## config.mk

```make
export PLATFORM = sky130hd
export DESIGN_NAME = timer_555_array
export DESIGN_NICKNAME = d
export VERILOG_FILES = /design/src/rtl/timer_555_pkg.sv /design/src/rtl/timer_555_channel.sv /design/src/rtl/timer_555_array.sv
export SDC_FILE = /design/constraint.sdc
export NUM_CORES = 1
export LEC_CHECK = 0
export ABC_AREA = 1
export CAP_MARGIN = 20
export CORE_ASPECT_RATIO = 1.25
export CORE_UTILIZATION = 51
export CTS_CLUSTER_SIZE = 25
export DETAILED_ROUTE_END_ITERATION = 6
export PLACE_DENSITY = 0.87
export SLEW_MARGIN = 20
export SYNTH_ARGS = -nofsm -noshare
export SYNTH_HDL_FRONTEND = slang
export SYNTH_SLANG_ARGS = --single-unit
```

## constraint.sdc

```tcl
create_clock -name clk -period 1.8 [get_ports clk]
set_clock_uncertainty 0.05 [all_clocks]
set_input_delay 0.54 -clock clk [delete_from_list [all_inputs] [get_ports clk]]
set_output_delay 0.54 -clock clk [all_outputs]
set_load 0.05 [all_outputs]
```

## src/rtl/timer_555_pkg.sv

```systemverilog
// Shared types and constants for the 555-style timer array.
package timer_555_pkg;

   typedef enum logic [1:0] {
      IDLE = 2'd0,
      LOW  = 2'd1,
      HIGH = 2'd2
   } state_e;

   localparam logic MODE_ASTABLE = 1'b0;
   localparam logic MODE_MONO    = 1'b1;

endpackage

```

## src/rtl/timer_555_channel.sv

```systemverilog
// One timer channel: IDLE/LOW/HIGH FSM with a phase down-counter.
// Handshake-free: trig is a level input whose rising edge is detected against the previous clock sample.
module timer_555_channel
   import timer_555_pkg::*;
#(
   parameter int CNT_W = 16
) (
   input  logic             clk,
   input  logic             rst_n,
   input  logic             en,
   input  logic             mode,
   input  logic             trig,
   input  logic [CNT_W-1:0] on_cnt,
   input  logic [CNT_W-1:0] off_cnt,
   output state_e           state,
   output logic             pulse,
   output logic             busy,
   output logic             cycle_done
);

   localparam logic [CNT_W-1:0] CNT_ONE = CNT_W'(1);

   state_e           state_q, state_d;
   logic [CNT_W-1:0] cnt_q, cnt_d;
   logic             mode_q, mode_d;
   logic             trig_prev_q, trig_prev_d;
   logic             pulse_q, pulse_d;
   logic             busy_q, busy_d;
   logic             done_q, done_d;

   logic [CNT_W-1:0] on_load;
   logic [CNT_W-1:0] off_load;
   logic             trig_rise;

   // Counter holds "cycles remaining after this one"; a count of 0 behaves like 1.
   assign on_load   = (on_cnt  == '0) ? '0 : on_cnt  - CNT_ONE;
   assign off_load  = (off_cnt == '0) ? '0 : off_cnt - CNT_ONE;
   assign trig_rise = trig & ~trig_prev_q;

   always_ff @(posedge clk or negedge rst_n) begin
      if (!rst_n) begin
         state_q     <= IDLE;
         cnt_q       <= '0;
         mode_q      <= MODE_ASTABLE;
         trig_prev_q <= 1'b0;
         pulse_q     <= 1'b0;
         busy_q      <= 1'b0;
         done_q      <= 1'b0;
      end else begin
         state_q     <= state_d;
         cnt_q       <= cnt_d;
         mode_q      <= mode_d;
         trig_prev_q <= trig_prev_d;
         pulse_q     <= pulse_d;
         busy_q      <= busy_d;
         done_q      <= done_d;
      end
   end

   // mode_q is latched on leaving IDLE so a live mode change waits for the next IDLE.
   always_comb begin
      state_d     = state_q;
      cnt_d       = cnt_q;
      mode_d      = mode_q;
      trig_prev_d = trig;
      if (!en) begin
         state_d = IDLE;
         cnt_d   = '0;
      end else begin
         case (state_q)
            IDLE: begin
               if (mode == MODE_ASTABLE) begin
                  state_d = LOW;
                  cnt_d   = off_load;
                  mode_d  = MODE_ASTABLE;
               end else if (trig_rise) begin
                  state_d = HIGH;
                  cnt_d   = on_load;
                  mode_d  = MODE_MONO;
               end
            end
            LOW: begin
               if (cnt_q == '0) begin
                  state_d = HIGH;
                  cnt_d   = on_load;
               end else begin
                  cnt_d = cnt_q - CNT_ONE;
               end
            end
            HIGH: begin
               if (cnt_q == '0) begin
                  if (mode_q == MODE_MONO) begin
                     state_d = IDLE;
                     cnt_d   = '0;
                  end else begin
                     state_d = LOW;
                     cnt_d   = off_load;
                  end
               end else begin
                  cnt_d = cnt_q - CNT_ONE;
               end
            end
            default: begin
               state_d = IDLE;
               cnt_d   = '0;
            end
         endcase
      end
   end

   // Outputs are registered from the next state so they line up with state_q.
   always_comb begin
      pulse_d = (state_d == HIGH);
      busy_d  = (state_d != IDLE);
      done_d  = en && (state_q == HIGH) && (cnt_q == '0);
   end

   assign state      = state_q;
   assign pulse      = pulse_q;
   assign busy       = busy_q;
   assign cycle_done = done_q;

endmodule

```

## src/rtl/timer_555_array.sv

```systemverilog
// Array of independent 555-style timer channels; pure port slicing around timer_555_channel.
module timer_555_array
   import timer_555_pkg::*;
#(
   parameter int CHANNELS = 2,
   parameter int CNT_W    = 16
) (
   input  logic                      clk,
   input  logic                      rst_n,
   input  logic [CHANNELS-1:0]       en,
   input  logic [CHANNELS-1:0]       mode,
   input  logic [CHANNELS-1:0]       trig,
   input  logic [CHANNELS*CNT_W-1:0] on_cnt,
   input  logic [CHANNELS*CNT_W-1:0] off_cnt,
   output logic [CHANNELS-1:0]       pulse,
   output logic [CHANNELS-1:0]       busy,
   output logic [CHANNELS-1:0]       cycle_done
);

   // Per-channel FSM state, kept visible for hierarchical probes and bound checkers.
   state_e ch_state [CHANNELS];

   for (genvar i = 0; i < CHANNELS; i++) begin : g_ch
      timer_555_channel #(
         .CNT_W (CNT_W)
      ) u_ch (
         .clk        (clk),
         .rst_n      (rst_n),
         .en         (en[i]),
         .mode       (mode[i]),
         .trig       (trig[i]),
         .on_cnt     (on_cnt[i*CNT_W +: CNT_W]),
         .off_cnt    (off_cnt[i*CNT_W +: CNT_W]),
         .state      (ch_state[i]),
         .pulse      (pulse[i]),
         .busy       (busy[i]),
         .cycle_done (cycle_done[i])
      );
   end

endmodule

```

==> results of run 1 <==
timing repair:
item,4_1_cts
gates resized for setup,187
endpoints found under the setup margin,37
pin swaps,83
buffers inserted,28
gates cloned,4
kinds of logic after synthesis:
family / after synthesis / share of synthesized area (%)
simple gates: 664 / 54.4
buf+inv: 134 / 9.87
flops: 46 / 21.3
xor+xnor: 45 / 7.28
compound gates: 43 / 4.67
fa+ha+maj: 10 / 2.31
mux: 1 / 0.208
metal layers:
layer | GRT overflow | global-route usage, %
met2 | 2 | 81.8
met1 | 0 | 50.1
met3 | 0 | 34.6
met5 | 0 | 7.87
met4 | 0 | 53.6
Yosys cell counts (2+ instances only):
cell | instances | area (um2)
a21oi_1 | 6 | 30.0
buf_2 | 5 | 25.0
buf_4 | 6 | 45.0
dfrtp_1 | 46 | 1150
ha_1 | 10 | 125
inv_1 | 106 | 398
inv_2 | 15 | 56.3
nand2_1 | 306 | 1150
nand2_2 | 7 | 43.8
nand3_1 | 115 | 576
nand3b_1 | 7 | 52.6
nand4_1 | 38 | 238
nor2_1 | 145 | 544
nor2_2 | 12 | 75.1
nor2_4 | 9 | 101
nor3_1 | 13 | 65.1
o211ai_1 | 2 | 15.0
o21ai_0 | 13 | 65.1
o21ai_1 | 16 | 80.1
or2_1 | 3 | 18.8
or2_2 | 3 | 18.8
xnor2_1 | 13 | 114
xor2_1 | 32 | 280
stage by stage:
step,instance area (um2),hold slack (ns)
3_3_place_gp,7900,0.471
4_1_cts,8650,0.181
3_5_place_dp,7900,0.488
2_1_floorplan,5430,0.194
==> run_results.csv, run 1 <==
group,metric,value,unit
synthesis,synth.net_count,1025,
clock_network,cts_buffers,5,
clock_network,clkSinkCount,46,
synthesis,async_flop_share,100,%
place,io_buffers,77,
synthesis,ys_warn_count,0,
synthesis,synth_seq_area_share,21.3,%
grt,grt_max_degree,47,
status,stop_stage,"global routing",
place,dp_cells,1338,
grt,grt_pass1_vias,9031,
synthesis,synth_area,5420,um2
synthesis,synth.avg_cell_area,5.74,um2
grt,overflow,2,
place,dpl_worst_slack,-0.709,ns
grt,grt_pass1_wl,46.0,mm
die,die_height,117,um
die,fp.dieW,94.2,um
clock_network,cts-root-buf,"clkbuf_16",
die,ios,78,
clock_network,clockBufferDepth,2,
synthesis,synth_edf_count,0,
die,start_util,53.0,%
place,dpl.hpwl,15.6,mm
synthesis,synth-seq-cells,46,
place,gp_congestion,1.04,
synthesis,synth-main-ff-cell,"dfrtp_1",
status,stop_error,"[ERROR GRT-0116] Global routing finished with congestion. Check the congestion regions in the DRC Viewer.",
clock_network,hold_buffers,0,
die,rows,41,
synthesis,syn_inst,943,
status,status,"aborted with a tool error",
grt,track_usage,55.0,%
clock_network,htreeDepth,2,
synthesis,yosysUniqueCellTypes,38,
==> run 2, diff against run 1 <==
Settings changed: CORE_ASPECT_RATIO 1.25 to default, CORE_UTILIZATION 51 to 40, CTS_CLUSTER_SIZE 25 to default, PLACE_DENSITY 0.87 to default, PLACE_DENSITY_LB_ADDON from default to 0.15.
Clock period 1.8 ns to 2.34 ns, I/O delays scaled along.
==> run 2 against run 1 <==
Compared with the run above:
- the run now ends clean
- synthesized cell count unchanged
- synthesized area unchanged
==> run_results.csv, run 2 <==
group,metric,value,unit
status,status,"completed",
routing,drt_iter0_drc,492,
clock_network,clockBufferDepth,2,
synthesis,synth_compound_area_share,4.67,%
timing,clock.fmax,451,MHz
synthesis,yosysUniqueCellTypes,38,
grt,antenna_found_initial,0,
synthesis,synthSimpleGateAreaFrac,54.4,%
synthesis,synth_area,5420,um2
timing,setup_viol,0,
critical_path,crit_type,"primary input to register",
critical_path,crit_slowest_cell,"clkdlybuf4s50_1",
grt,track_usage,25.5,%
clock_network,cts_buffers,5,
finish,drive_above_1_share,19.1,%
synthesis,synth.net_count,1025,
die,fp.dieW,118,um
clock_network,clkLatencyLatePin,0.30,ns
critical_path,crit_family,"simple AND/OR/NAND/NOR gates",
critical_path,reg2reg_slack,0.27,ns
synthesis,synth_mux_area_share,0.208,%
clock_network,cts_tree,"built",
synthesis,synth_seq_area_share,21.3,%
critical_path,rr_worst_depth,12,
synthesis,synthTopCellsByCount,"nand2_1, nor2_1, nand3_1",
timing,slew_violations,0,
timing,period_share,94.8,%
finish,final_core_util,57.2,%
critical_path,cp-start-kind,"primary input",
finish,final_cell_mix,"nand2_1, nor2_1, buf_4, nand3_1, inv_1",
grt,grt_pass1_vias,5880,
synthesis,synth_edf_count,0,
power,ir_worst_vdd,329,uV
synthesis,synth_top_family_by_area,"simple AND/OR/NAND/NOR gates",
critical_path,cpPeakStageDelay,0.39,ns
critical_path,r2r_start,"g_ch[0].u_ch.cnt_q[0]",
place,io_buffers,77,
place,gp_congestion,0.972,
grt,overflow,0,
die,ios,78,
synthesis,yosys.area_share.adder,2.31,%
synthesis,syn_inst,943,
critical_path,endpoint_kind,"register",
synthesis,yosysTopAreaCell,"dfrtp_1",
synthesis,synth-main-ff-cell,"dfrtp_1",
synthesis,synth_top_area_share,21.3,%
die,dieArea,14000,um2
die,fp.coreArea,13200,um2
grt,grt_max_degree,47,
timing,worst_pin_slew,0.602,ns
clock_network,clkSinkCount,46,
finish,largest_reg_flops,32,
die,start_util,40.9,%
die,die_height,118,um
critical_path,r2r_end,"g_ch[0].u_ch.cnt_q[14]",
power,power_leakage,3.86,nW
synthesis,synth.avg_cell_area,5.74,um2
grt,grt_pass1_wl,28.7,mm
routing,routed_wl,17.2,mm
run,drv_cap,0,
timing,fin_crit,2.22,ns
synthesis,synth.most_common_cell,"nand2_1",
timing,tns,0,ns
finish,regMostFlops,"g_ch.u_ch.cnt_q",
critical_path,arrival,2.36,ns
synthesis,synth_xor_xnor_area_share,7.28,%
power,cellPowerDensity,490,nW/um2
timing,rsz0062_at_grt,"true",
timing,finalHoldViolations,0,
finish,fin_nets,1223,
timing,finalHoldWorstSlack,0.446,ns
min_path,worstHoldPathType,"primary input to asynchronous set/reset pin",
critical_path,crit_chain,"clkdlybuf4s50_1, inv_1, ha_1, nand4_1, nor3_2, nand3_2, nand3_1, nand3_1, nand2_1, nand2_1",
die,rows,42,
timing,slew_headroom,59.9,%
routing,final_antenna_net_count,0,
finish,diodes,0,
routing,drc_errors,0,
clock_network,clk_pin_slew,0.07,ns
clock_network,htreeDepth,2,
routing,vias,6532,
finish,final_common_cell,"nand2_1",
routing,routedWlPerCell,13.1,um
synthesis,synth-seq-cells,46,
routing,viasPerCell,4.96,
critical_path,crit_required,2.48,ns
routing,dr.pass1.iters,5,
synthesis,synthTopCellsByArea,"dfrtp_1, nand2_1, nand3_1, nor2_1, inv_1",
place,dpl.hpwl,14.3,mm
critical_path,critPathMaxFanout,7,
critical_path,path_buf_inv,2,
synthesis,ys_warn_count,0,
finish,synthToLayoutAreaGrowth,39.9,%
clock_network,cts-root-buf,"clkbuf_16",
synthesis,async_flop_share,100,%
run 2: cell counts after synthesis:
No cell type changed its count.
run 2: repair_timing:
| item | 4_1_cts | 5_1_grt |
|---|---|---|
| resized for setup | 0 | 34 |
| buffers inserted | 0 | 0 |
| setup endpoints to repair | 0 | 21 |
| hold buffers | 0 | 0 |
run 2: final cells by class:
class                   instances  area [um2]
flip-flops and latches         46        1150
clock inverters                 3        25.0
well taps                     176         220
repair buffers                203        1740
fillers                      1350        5670
multi-input cells             763        3850
clock buffers                   5         125
inverters                     122         460
run 2: report_power, final:
part / leakage [nW] / switching (mW) / total (mW) / internal (mW)
sequential: 0.603 / 0.155 / 1.07 / 0.912
combinational: 3.18 / 1.12 / 1.90 / 0.779
clock: 0.0704 / 0.343 / 0.745 / 0.402
total: 3.86 / 1.62 / 3.71 / 2.09
run 2: cell families (layout without fill, tap and decap cells):
group           after synthesis  count (layout)
xor+xnor                     45              45
flops                        46              46
mux                           1               1
buf+inv                     134             333
simple gates                664             664
fa+ha+maj                    10              10
compound gates               43              43
run 2: metrics by stage:
| stage | cell area [um2] | total power, mW | worst slack [ns] | cells |
|---|---|---|---|---|
| finish | 7580 | 3.71 | 0.122 | 1318 |
| global route | 7580 | 4.00 | -0.0198 | 1318 |
| CTS | 7450 | 3.68 | 0.0391 | 1318 |
| detailed placement | 7300 | 2.93 | -0.279 | 1310 |
| global placement | 7300 | 2.93 | -0.252 | 1310 |
| floorplan | 5420 | 2.25 | 0.335 | 943 |
run 2: worst max-delay path by stage:
stage | from | cells after the start | slack, ns | endpoint
CTS | off_cnt[6] | 11 | 0.04 | g_ch[0].u_ch.cnt_q[11]
floorplan | off_cnt[16] | 11 | 0.34 | g_ch[1].u_ch.cnt_q[8]
detailed placement | off_cnt[6] | 11 | -0.28 | g_ch[0].u_ch.cnt_q[11]
global route | off_cnt[24] | 14 | -0.02 | g_ch[1].u_ch.cnt_q[4]
global placement | off_cnt[6] | 11 | -0.25 | g_ch[0].u_ch.cnt_q[3]
finish | on_cnt[16] | 10 | 0.12 | g_ch[1].u_ch.cnt_q[0]
run 2: layer usage:
layer  part of all wire [%]  GRT usage (%)  vias to the layer above
li1                       -              -                     3377
met1                     51           38.6                     2945
met2                     41           36.4                      201
met3                    7.7           6.18                        9
met4                   0.63           4.33                        0
met5                      0              0                        -
Power figures use the tool's default switching activity.
